--- src/rtl/cpu_ddr_bridge_arbiter.sv ---
// Two-requester Avalon-MM arbiter in front of the CPU-to-DDR bridge slave port, with read-ID
// tracking. Define CPU_DDR_ARB_ROUND_ROBIN_EN for round-robin; default is fixed priority (r0 > r1).
module cpu_ddr_bridge_arbiter #(
  parameter int unsigned MAX_PENDING = 8,
  parameter int unsigned PW          = 4
) (
  input  logic        slave_clk,
  input  logic        slave_reset_n,

  input  logic [23:0] r0_address,
  input  logic [3:0]  r0_byteenable,
  input  logic        r0_read,
  input  logic        r0_write,
  input  logic [31:0] r0_writedata,
  output logic        r0_waitrequest,
  output logic [31:0] r0_readdata,
  output logic        r0_readdatavalid,

  input  logic [23:0] r1_address,
  input  logic [3:0]  r1_byteenable,
  input  logic        r1_read,
  input  logic        r1_write,
  input  logic [31:0] r1_writedata,
  output logic        r1_waitrequest,
  output logic [31:0] r1_readdata,
  output logic        r1_readdatavalid,

  output logic [23:0] br_address,
  output logic [3:0]  br_byteenable,
  output logic        br_read,
  output logic        br_write,
  output logic [31:0] br_writedata,
  input  logic        br_waitrequest,
  input  logic [31:0] br_readdata,
  input  logic        br_readdatavalid,

  output logic        err_unexpected_rdv
);

  localparam int unsigned AW = $clog2(MAX_PENDING);

  localparam logic [1:0] IDLE = 2'd0;
  localparam logic [1:0] GNT0 = 2'd1;
  localparam logic [1:0] GNT1 = 2'd2;

  logic [1:0]             state_q, state_d;
  logic [PW-1:0]          pend_cnt_q;
  logic [AW-1:0]          wr_ptr_q, rd_ptr_q;
  logic [MAX_PENDING-1:0] id_fifo_q;
  logic                   err_q;

  logic req0, req1, gnt0, gnt1, full, blk0, blk1, acc0, acc1;
  logic push, push_id, pend_nz, pop, head_id;
  logic idle_winner, sw0, sw1;

  assign req0 = r0_read | r0_write;
  assign req1 = r1_read | r1_write;
  assign gnt0 = (state_q == GNT0);
  assign gnt1 = (state_q == GNT1);
  assign full = (pend_cnt_q == PW'(MAX_PENDING));

  // A read at the pending limit is held back from the bridge until a slot frees.
  assign blk0 = gnt0 & r0_read & full;
  assign blk1 = gnt1 & r1_read & full;
  assign acc0 = gnt0 & req0 & ~br_waitrequest & ~blk0;
  assign acc1 = gnt1 & req1 & ~br_waitrequest & ~blk1;

  assign push    = (acc0 & r0_read) | (acc1 & r1_read);
  assign push_id = acc1;
  assign pend_nz = (pend_cnt_q != '0);
  assign pop     = br_readdatavalid & pend_nz;
  assign head_id = id_fifo_q[rd_ptr_q];

`ifdef CPU_DDR_ARB_ROUND_ROBIN_EN
  logic last_q;

  // On a tie the requester that did not win last goes next.
  assign idle_winner = (req0 & req1) ? ~last_q : req1;
  assign sw0 = req1;
  assign sw1 = req0;

  always_ff @(posedge slave_clk or negedge slave_reset_n) begin
    if (!slave_reset_n) begin
      last_q <= 1'b1;
    end else if (acc0) begin
      last_q <= 1'b0;
    end else if (acc1) begin
      last_q <= 1'b1;
    end
  end
`else
  assign idle_winner = ~req0;
  assign sw0 = 1'b0;
  assign sw1 = req0;
`endif

  always_comb begin
    state_d = state_q;
    case (state_q)
      IDLE: begin
        if (req0 | req1) state_d = idle_winner ? GNT1 : GNT0;
      end
      GNT0: begin
        if (acc0) begin
          if (sw0) state_d = GNT1;
        end else if (!req0) begin
          state_d = IDLE;
        end
      end
      GNT1: begin
        if (acc1) begin
          if (sw1) state_d = GNT0;
        end else if (!req1) begin
          state_d = IDLE;
        end
      end
      default: state_d = IDLE;
    endcase
  end

  always_comb begin
    br_address     = '0;
    br_byteenable  = '0;
    br_read        = 1'b0;
    br_write       = 1'b0;
    br_writedata   = '0;
    r0_waitrequest = 1'b1;
    r1_waitrequest = 1'b1;
    case (state_q)
      GNT0: begin
        br_address     = r0_address;
        br_byteenable  = r0_byteenable;
        br_read        = r0_read & ~full;
        br_write       = r0_write;
        br_writedata   = r0_writedata;
        r0_waitrequest = blk0 | br_waitrequest;
      end
      GNT1: begin
        br_address     = r1_address;
        br_byteenable  = r1_byteenable;
        br_read        = r1_read & ~full;
        br_write       = r1_write;
        br_writedata   = r1_writedata;
        r1_waitrequest = blk1 | br_waitrequest;
      end
      default: ;
    endcase
  end

  assign r0_readdatavalid   = pop & ~head_id;
  assign r1_readdatavalid   = pop & head_id;
  assign r0_readdata        = br_readdata;
  assign r1_readdata        = br_readdata;
  assign err_unexpected_rdv = err_q;

  always_ff @(posedge slave_clk or negedge slave_reset_n) begin
    if (!slave_reset_n) begin
      state_q    <= IDLE;
      pend_cnt_q <= '0;
      wr_ptr_q   <= '0;
      rd_ptr_q   <= '0;
      id_fifo_q  <= '0;
      err_q      <= 1'b0;
    end else begin
      state_q <= state_d;
      if (push) begin
        id_fifo_q[wr_ptr_q] <= push_id;
        wr_ptr_q            <= wr_ptr_q + AW'(1);
      end
      if (pop) rd_ptr_q <= rd_ptr_q + AW'(1);
      if (push && !pop) begin
        pend_cnt_q <= pend_cnt_q + PW'(1);
      end else if (pop && !push) begin
        pend_cnt_q <= pend_cnt_q - PW'(1);
      end
      if (br_readdatavalid && !pend_nz) err_q <= 1'b1;
    end
  end

endmodule

--- config.mk ---
export PLATFORM = sky130hd
export DESIGN_NAME = cpu_ddr_bridge_arbiter
export DESIGN_NICKNAME = d
export VERILOG_FILES = /design/src/rtl/cpu_ddr_bridge_arbiter.sv
export SDC_FILE = /design/constraint.sdc
export NUM_CORES = 1
export LEC_CHECK = 0
export CAP_MARGIN = 20
export CORE_AREA = 2 2 114 116
export DETAILED_ROUTE_END_ITERATION = 8
export DIE_AREA = 0 0 116 118
export GPL_TIMING_DRIVEN = 0
export MAX_ROUTING_LAYER = met4
export PLACE_DENSITY = 0.73
export RECOVER_POWER = 100
export SLEW_MARGIN = 10
export SYNTH_ARGS = -nofsm -noshare
export SYNTH_HDL_FRONTEND = slang
export SYNTH_SLANG_ARGS = --single-unit
--- constraint.sdc ---
create_clock -name slave_clk -period 2.45 [get_ports slave_clk]
set_input_delay 0.245 -clock slave_clk [delete_from_list [all_inputs] [get_ports slave_clk]]
set_output_delay 0.245 -clock slave_clk [all_outputs]
set_load 0.01 [all_outputs]
Word-level counts from Yosys, hierarchy flattened
Cells that the tools add are included.

Bits in registers: 21. Word-level logic and storage cells: 82. Output and inout bits: 131.

$add $sub $neg: 4. Muxes and demuxes: 22. Bitwise gates (word level): 28. Equality and inequality tests: 8. Reduce and logical (&&, ||, !) cells: 11. $lt $le $gt $ge: 3.

Operators with widths (number): 32-bit case mux with 2 select lines (1); 24-bit case mux with 2 select lines (1); 1-bit bitwise AND (17); 2-bit 2-to-1 mux (7); 8-bit bitwise mux (1); 3-bit by 4-bit < comparator with 1-bit output, second input constant (2); 4-bit 2-to-1 mux (2); 4-bit case mux with 2 select lines (1); 3-bit by 1-bit adder with 3-bit output, second input constant (2); 2-bit != test, second input constant (3); 1-bit bitwise OR (6); 2-bit case mux with 3 select lines (1); 1-bit inverter (5); 5-bit AND reduction (1); 4-bit by 1-bit adder with 4-bit output, second input constant (1); 4-bit equality test, second input constant (1); 1-bit logical AND (4); 1-bit 2-to-1 mux (4); 1-bit case mux with 2 select lines (2); 4-bit nonzero test (1); 4-bit by 1-bit subtractor with 4-bit output, second input constant (1); 1-bit binary-select mux with 3-bit select (1); 1-bit demux with 3-bit select (1); 3-bit by 1-bit greater-or-equal comparator with 1-bit output, second input constant (1); other kinds (7) (9).

Longest topological paths before layout
Gate-level depths: netlist of run 1.

Word-level depth: 11. Gate-level depth with buffers: 13. Mapped depth without buffers: 12.

Worst setup path before layout of run 1
OpenSTA, ideal clock, no wires.

Kind: register to register. Start point: register pend_cnt_q[0]. End point: register pend_cnt_q[3]. Slack: -203 ps. Clock period less this slack: 2653 ps. Path buffers: 0. Setup time: 136 ps. Stages on the path, launching flop included: 8. Required time: 2314 ps. Arrival: 2516 ps. Cells stage by stage: dfrtp_1 > o41ai_1 > ha_1 > inv_1 > ha_1 > a21o_1 > a2111oi_0 > o31ai_1.

Word-level cells in the longest chain between the ends: 9. Elaborated cells on any way between the ends: 21.

RTL lines: start, declared (RTL line 47) `logic [PW-1:0] pend_cnt_q;`; start signal, assigned (RTL line 172) `pend_cnt_q <= pend_cnt_q + PW'(1);`; start signal, assigned (RTL line 174) `pend_cnt_q <= pend_cnt_q - PW'(1);`; 4-bit equality test (RTL line 60) `assign full = (pend_cnt_q == PW'(MAX_PENDING));`; 1-bit bitwise AND, on equally long branches (RTL line 63, 64); 1-bit inverter, on equally long branches (RTL line 65, 66); 1-bit bitwise AND, on equally long branches (RTL line 65, 66); 1-bit bitwise AND (RTL line 68) `assign push = (acc0 & r0_read) | (acc1 & r1_read);`; 1-bit bitwise OR (RTL line 68); 1-bit logical NOT (RTL line 173) `end else if (pop && !push) begin`; 1-bit logical AND (RTL line 173); 2-bit nonzero test (no source line).

Parallel ways exist; a longest one is shown, timed or not. The select of a mux whose other input is x is not followed. A chain may end at the register's enable or synchronous reset.

Final worst setup path of run 1
Start point: register state_q[1]. End point: register pend_cnt_q[3].

Word-level cells in the longest chain between the ends: 10. Elaborated cells on any way between the ends: 22.

RTL lines: start, declared (RTL line 46) `logic [1:0] state_q, state_d;`; start signal, assigned (RTL line 165) `state_q <= state_d;`; 2-bit by 1-bit equality test with 1-bit output or 2-bit equality test (tied branches) (RTL line 58, 59); 1-bit bitwise AND, on equally long branches (2 in a row) (RTL line 63, 64); 1-bit inverter, on equally long branches (RTL line 65, 66); 1-bit bitwise AND, on equally long branches (RTL line 65, 66); 1-bit bitwise AND (RTL line 68); 1-bit bitwise OR * (RTL line 68); net push (RTL line 53) `logic push, push_id, pend_nz, pop, head_id;`; 1-bit logical NOT (RTL line 173); 1-bit logical AND (RTL line 173); 2-bit nonzero test (no source line).

The timed path passes the listed nets; every way through them passes the cells marked *.

==> flow_summary.toml, run 1 <==
[setup_path]
critPathCaptureType = "register"
crit_path_start_kind = "register"
worst_ep_arrival_time_ps = 2550
worstSetupPathType = "register to register"
crit_fanout = 5
cp.required_ps = 2580
reg2reg_slack_ps = 30

[yosys]
postSynthCellCount = 320
ys_top_cells_by_area = "dfrtp_1, buf_4, a22oi_1, nor2b_1, ha_1"
ys_seq_elements = 21
synth_nets = 489
avgSynthCellArea_um2 = 8.27
yosysTopAreaCell = "dfrtp_1"
ys.flop_type = "dfrtp_1"
synth_cell_types = 39
synthArstFlopShare = 1.00
synth_edf_count = 0
netlist.area_leader.share = 0.199
ys.warnings.count = 0
netlist_area_um2 = 2650
yosysSeqAreaShare = 0.199

[finish]
drive_gt1_frac = 0.217
final_nets = 760
utilization = 0.470
antenna_cells = 0
areaGrowthSynthToFinish_pct = 120

[floorplanning]
core_area_um2 = 12400
rows = 41
die_h_um = 118
die_w_um = 116
dieArea_um2 = 13700
initial_core_util = 0.213
ios = 291

[run_status]
status = "complete, no violations"

[min_path]
hp-class = "register to register"

[placement]
place_hpwl_um = 10300
gp_congestion = 0.887
io_buffers = 258
dpl_worst_slack_ps = -424

[clock_tree]
clock-root-buffer = "clkbuf_16"
cts_max_level = 1
cts_buffers = 3
cts_hold_buf = 0
insertion_delay_ps = 250
clock_path_buffers = 2
cts_tree = "built"
cts.sinks = 21
clk_pin_slew_ps = 60

[route]
wl_per_cell_um = 16.0
first_iter_violations = 123
ant_nets = 0
drt_wl_total_um = 12200
vias_per_cell = 4.41
firstDrtPassIters = 4
drc = 0
num_vias = 3358

[power]
finalPower_w = 0.00489
p_per_area_nw_per_um2 = 839
ir_drop_mv = 0.576
leakagePower_nw = 2.33

[grt]
grt_pass1_vias = 3530
grt_pass1_wl_um = 18200
grt_util_all_layers = 0.170
grt_start_max_net_pins = 22
overflow = 0
grt_antenna_before_repair = 0

[sta]
hold_viol = 0
setup_viol_count_final = 0
relSlewSlack = 0.395
fin_crit_sh = 0.988
maxSlewViolCount = 0
layout_min_cycle_time_ps = 2420
setup_slack_ps = 30.0
fin_skew_ps = 2.94
tightest_slew_ps = 905
fmax_mhz = 413
rsz0062_at_grt = "yes"
setup_tns_ps = 0

[flow_run]
cap_viol_max_count = 0
==> cell type report <==
class	count	area (µm²)
Fill cell	1217	6580
Timing Repair Buffer	266	2660
Multi-Input combinational cell	204	1640
Buffer	89	681
Sequential cell	21	529
Tap cell	172	215
Clock buffer	4	78.8
Inverter	6	35.0
==> repair_timing <==
item | in CTS | in global routing
hold endpoints to repair | 0 | 0
buffers inserted | 7 | 1
gates resized for setup | 54 | 28
setup endpoints to repair | 66 | 62
pin swaps | 6 | 5
==> where the power goes <==
part,total (W),switching (W),internal [W]
Combinational,0.00389,0.00171,0.00218
Sequential,0.000650,0.000177,0.000473
Clock,0.000347,0.000126,0.000222
Total,0.00489,0.00201,0.00288
==> synthesized netlist by cell type, drive strengths merged (4+ instances only) <==
| library cell | count |
|---|---|
| xnor2 | 6 |
| mux2 | 9 |
| nand2 | 12 |
| o21ai | 4 |
| clkbuf | 19 |
| nor2b | 61 |
| ha | 8 |
| nor2 | 5 |
| a22oi | 63 |
| inv | 6 |
| buf | 70 |
| dfrtp | 21 |
==> flip-flops by register name (all words and copies together) (netlist names) <==
name,cells
id_fifo_q,8
pend_cnt_q,4
rd_ptr_q,3
wr_ptr_q,3
state_q,2
err_unexpected_rdv,1
==> critical path: stages (launching register included) <==
cell and delay (ps):
dfrtp_2 440, inv_2 90, ha_4 130, a22oi_2 60, or3_1 330, buf_6 140
inv_8 50, ha_4 150, inv_6 50, ha_4 200, a21o_4 220, a21oi_2 140
mux2i_1 200, o31ai_1 90
==> cell usage in the layout (no fill, tap or decap), types with 4 or more instances in the layout <==
master / instances
xnor2_1: 6
o21ai_0: 4
ha_4: 4
clkdlybuf4s50_1: 253
a22oi_1: 62
mux2_2: 8
dfrtp_1: 18
nor2_1: 5
nor2b_1: 61
buf_6: 5
buf_4: 78
nand2_1: 12
clkbuf_4: 6
dlymetal6s2s_1: 5
==> routing by layer <==
layer  track usage  up-vias  wire length [µm]
met3        0.0221       12               786
met2         0.326      139              6740
met1         0.185     1590              4540
met5             -        -                 0
li1              -     1617                 -
met4        0.0290        0               157
==> stage by stage <==
stage	hold WS [ps]	area [µm²]	instances
CTS	490	5770	761
floorplan	-50.6	2680	320
global placement	443	5480	750
global route	505	5830	762
finish	488	5830	762
detailed placement	470	5480	750
==> path summary, 6_finish.rpt <==
| kind | endpoint | depth (start not counted) | from |
|---|---|---|---|
| hold reg to reg | err_unexpected_rdv | 1 | err_unexpected_rdv |
| max in group asynchronous | state_q[1] | 1 | slave_reset_n |
| setup reg to reg | pend_cnt_q[3] | 13 | state_q[1] |
| setup / recovery | pend_cnt_q[3] | 13 | state_q[1] |
| hold / removal | err_unexpected_rdv | 1 | err_unexpected_rdv |
| min in group asynchronous | rd_ptr_q[0] | 1 | slave_reset_n |
==> cells by family (layout without fill, tap and decap cells) <==
family	count (synthesis)	count (layout)	synth area share
simple gates	96	96	0.223
buf+inv	95	365	0.227
compound gates	80	80	0.223
flops	21	21	0.199
mux	13	13	0.0629
fa+ha+maj	9	9	0.0454
xor+xnor	6	6	0.0199
Note: power is estimated with default switching activity, not from simulation.
==> run 2, diff against run 1 <==
ABC_AREA = 1   (was not set)
PLACE_DENSITY = 0.74   (was 0.73)
==> run 2 against run 1 <==
Against the previous run:
- combinational power decreased by 27%
- sequential power is 5.5% lower
- setup slack better by 29 ps
- count of clock-buffer cells in the layout shrank 1
- power shrank 22%
- register-to-register slack improved by 30 ps
- non-clock buffer count shrank 6
- core utilization fell by 0.16 points
- first-iteration DRC count rose by 27%
- wire length up 6.2%
- clock skew rose by 0.53 ps
==> flow_summary.toml, run 2 <==
[floorplanning]
die_h_um = 118
core_area_um2 = 12400
initial_core_util = 0.223
ios = 291
dieArea_um2 = 13700
die_w_um = 116
rows = 41

[finish]
finalNonFillerCells = 884
final_cell_mix = "clkdlybuf4s50_1, nand2_1, buf_4"
antenna_cells = 0
areaGrowthSynthToFinish_pct = 110
largest_reg_flops = 8
largest-register = "id_fifo_q"
mostFrequentLayoutCell = "clkdlybuf4s50_1"
top_regs = "id_fifo_q: 8 flops, pend_cnt_q: 4 flops"
drive_gt1_frac = 0.191
final_nets = 882
finalInstanceArea_um2 = 5810

[yosys]
avgSynthCellArea_um2 = 6.22
synth_cell_types = 30
synth_common_cells = "nand2_1, buf_4, a21oi_1"
synth_edf_count = 0
netlist_area_um2 = 2770
ys.flop_type = "dfrtp_1"
postSynthCellCount = 445
netlist.area_leader.share = 0.227
yosysSeqAreaShare = 0.190
yosysMostFrequentCell = "nand2_1"
synth_nets = 614
ys_seq_elements = 21
ys_top_cells_by_area = "nand2_1, dfrtp_1, buf_4, a21oi_1, ha_1"
ys.warnings.count = 0
yosysTopAreaCell = "nand2_1"
synthArstFlopShare = 1.00

[setup_path]
r2r-start = "state_q[1]"
worst_path_max_delay_cell = "dfrtp_1"
r2r-end = "pend_cnt_q[3]"
crit_path_start_kind = "register"
worst_ep_arrival_time_ps = 2530
critPathCaptureType = "register"
cp.required_ps = 2590
worstSetupPathType = "register to register"
crit_chain = "buf_4, ha_4, buf_6, nand2_4, inv_2, nand3_2, nand2_4, buf_12, ha_2, inv_2, ha_4, a21oi_1, nand2_1, and2_1, o21ai_1, nand2_1"
slowest_delay_ps = 410
reg2reg_slack_ps = 60
crit_family = "adder cells"
cp_num_buf_inv = 5
crit_fanout = 5
r2r_cells = 16

[min_path]
holdPathStages = 1
holdPathEnd = "err_unexpected_rdv"
holdCritStartpoint = "err_unexpected_rdv"
hp-class = "register to register"

[sta]
relSlewSlack = 0.355
tightest_slew_ps = 964
fmax_mhz = 418
fin_skew_ps = 3.48
fin_crit_sh = 0.976
hold_viol = 0
setup_tns_ps = 0
maxSlewViolCount = 0
setup_viol_count_final = 0
layout_min_cycle_time_ps = 2390

[run_status]
status = "complete, no violations"

[route]
firstDrtPassIters = 4
wl_per_cell_um = 14.7
first_iter_violations = 156
ant_nets = 0
drt_wl_total_um = 13000
vias_per_cell = 4.20
num_vias = 3711
drc = 0

[placement]
gp_congestion = 0.840
post_dp_cell_area_um2 = 5560
dp_cells = 875
place_hpwl_um = 10900
io_buffers = 258

[power]
p_per_area_nw_per_um2 = 655
ir_drop_mv = 0.314
leakagePower_nw = 2.77

[clock_tree]
cts_max_level = 1
clock_path_buffers = 2
cts.sinks = 21
clk_pin_slew_ps = 60
cts_tree = "built"
cts_buffers = 3
insertion_delay_ps = 250
clock-root-buffer = "clkbuf_16"

[grt]
grt_pass1_vias = 3633
grt_util_all_layers = 0.184
overflow = 0
grt_pass1_wl_um = 19100
grt_antenna_before_repair = 0
grt_start_max_net_pins = 22

[flow_run]
cap_viol_max_count = 0
==> run 2: worst max-delay path by stage <==
stage               startpoint        endpoint  slack (ps)  cells past startpoint
floorplan           state_q[0]   pend_cnt_q[3]         120                     16
global placement    state_q[0]   pend_cnt_q[3]        -120                     16
detailed placement  state_q[1]   pend_cnt_q[3]        -170                     16
CTS                 state_q[0]   br_address[6]           6                      7
global route        state_q[1]  br_address[15]         -10                      7
finish              state_q[1]   pend_cnt_q[3]          60                     16
==> run 2: cells by family (layout without fill, tap and decap cells) <==
| logic type | after synthesis | after routing | synth area share |
|---|---|---|---|
| XOR/XNOR | 6 | 6 | 0.0217 |
| adder cells (fa/ha/maj) | 9 | 9 | 0.0434 |
| buffers and inverters | 106 | 373 | 0.242 |
| flip-flops | 21 | 21 | 0.190 |
| multiplexers | 1 | 1 | 0.00407 |
| AND/OR/NAND/NOR | 219 | 219 | 0.340 |
| AO/OA/AOI/OAI | 83 | 83 | 0.158 |
==> run 2: worst register-to-register path, stage by stage, from the launching register on <==
cell and delay [ps]:
dfrtp_1 410, buf_4 160, ha_4 170, buf_6 140, nand2_4 70, inv_2 40
nand3_2 80, nand2_4 60, buf_12 120, ha_2 190, inv_2 100, ha_4 210
a21oi_1 120, nand2_1 80, and2_1 140, o21ai_1 130, nand2_1 70
==> run 2: area by class of cell <==
type | count | area (µm²)
Sequential cell | 21 | 526
Buffer | 86 | 644
Multi-Input combinational cell | 318 | 1610
Clock inverter | 1 | 5.00
Clock buffer | 3 | 75.1
Inverter | 20 | 75.1
Timing Repair Buffer | 263 | 2670
Tap cell | 172 | 215
Fill cell | 1277 | 6600
==> run 2: metrics by stage <==
stage / setup slack [ps] / utilization / hold slack [ps] / total power (W)
final: 58.8 / 0.468 / 472 / 0.00381
after global placement: -121 / 0.448 / 456 / 0.00337
after CTS: 5.71 / 0.460 / 476 / 0.00384
after global routing: -12.5 / 0.468 / 502 / 0.00414
after floorplan: 125 / - / -50.6 / 0.00210
after detailed placement: -173 / 0.448 / 466 / 0.00339
==> run 2: routing by layer <==
layer / global-route usage / up-vias / wire [µm]
li1: - / 1875 / -
met1: 0.213 / 1680 / 5050
met2: 0.327 / 143 / 6810
met3: 0.0484 / 13 / 995
met4: 0.0193 / 0 / 133
met5: - / - / 0
==> run 2: power breakdown <==
group          switching [W]  leakage, nW  total [W]  internal, W
registers           0.000152        0.267   0.000614     0.000462
clock network       0.000125       0.0409   0.000344     0.000219
logic                0.00151         2.46    0.00285      0.00134
==> run 2: timing repair <==
action,CTS,global route
setup endpoints to repair,62,54
hold buffers,0,0
gates cloned,0,2
buffers inserted,1,2
pin swaps,0,1
gates resized for setup,29,39
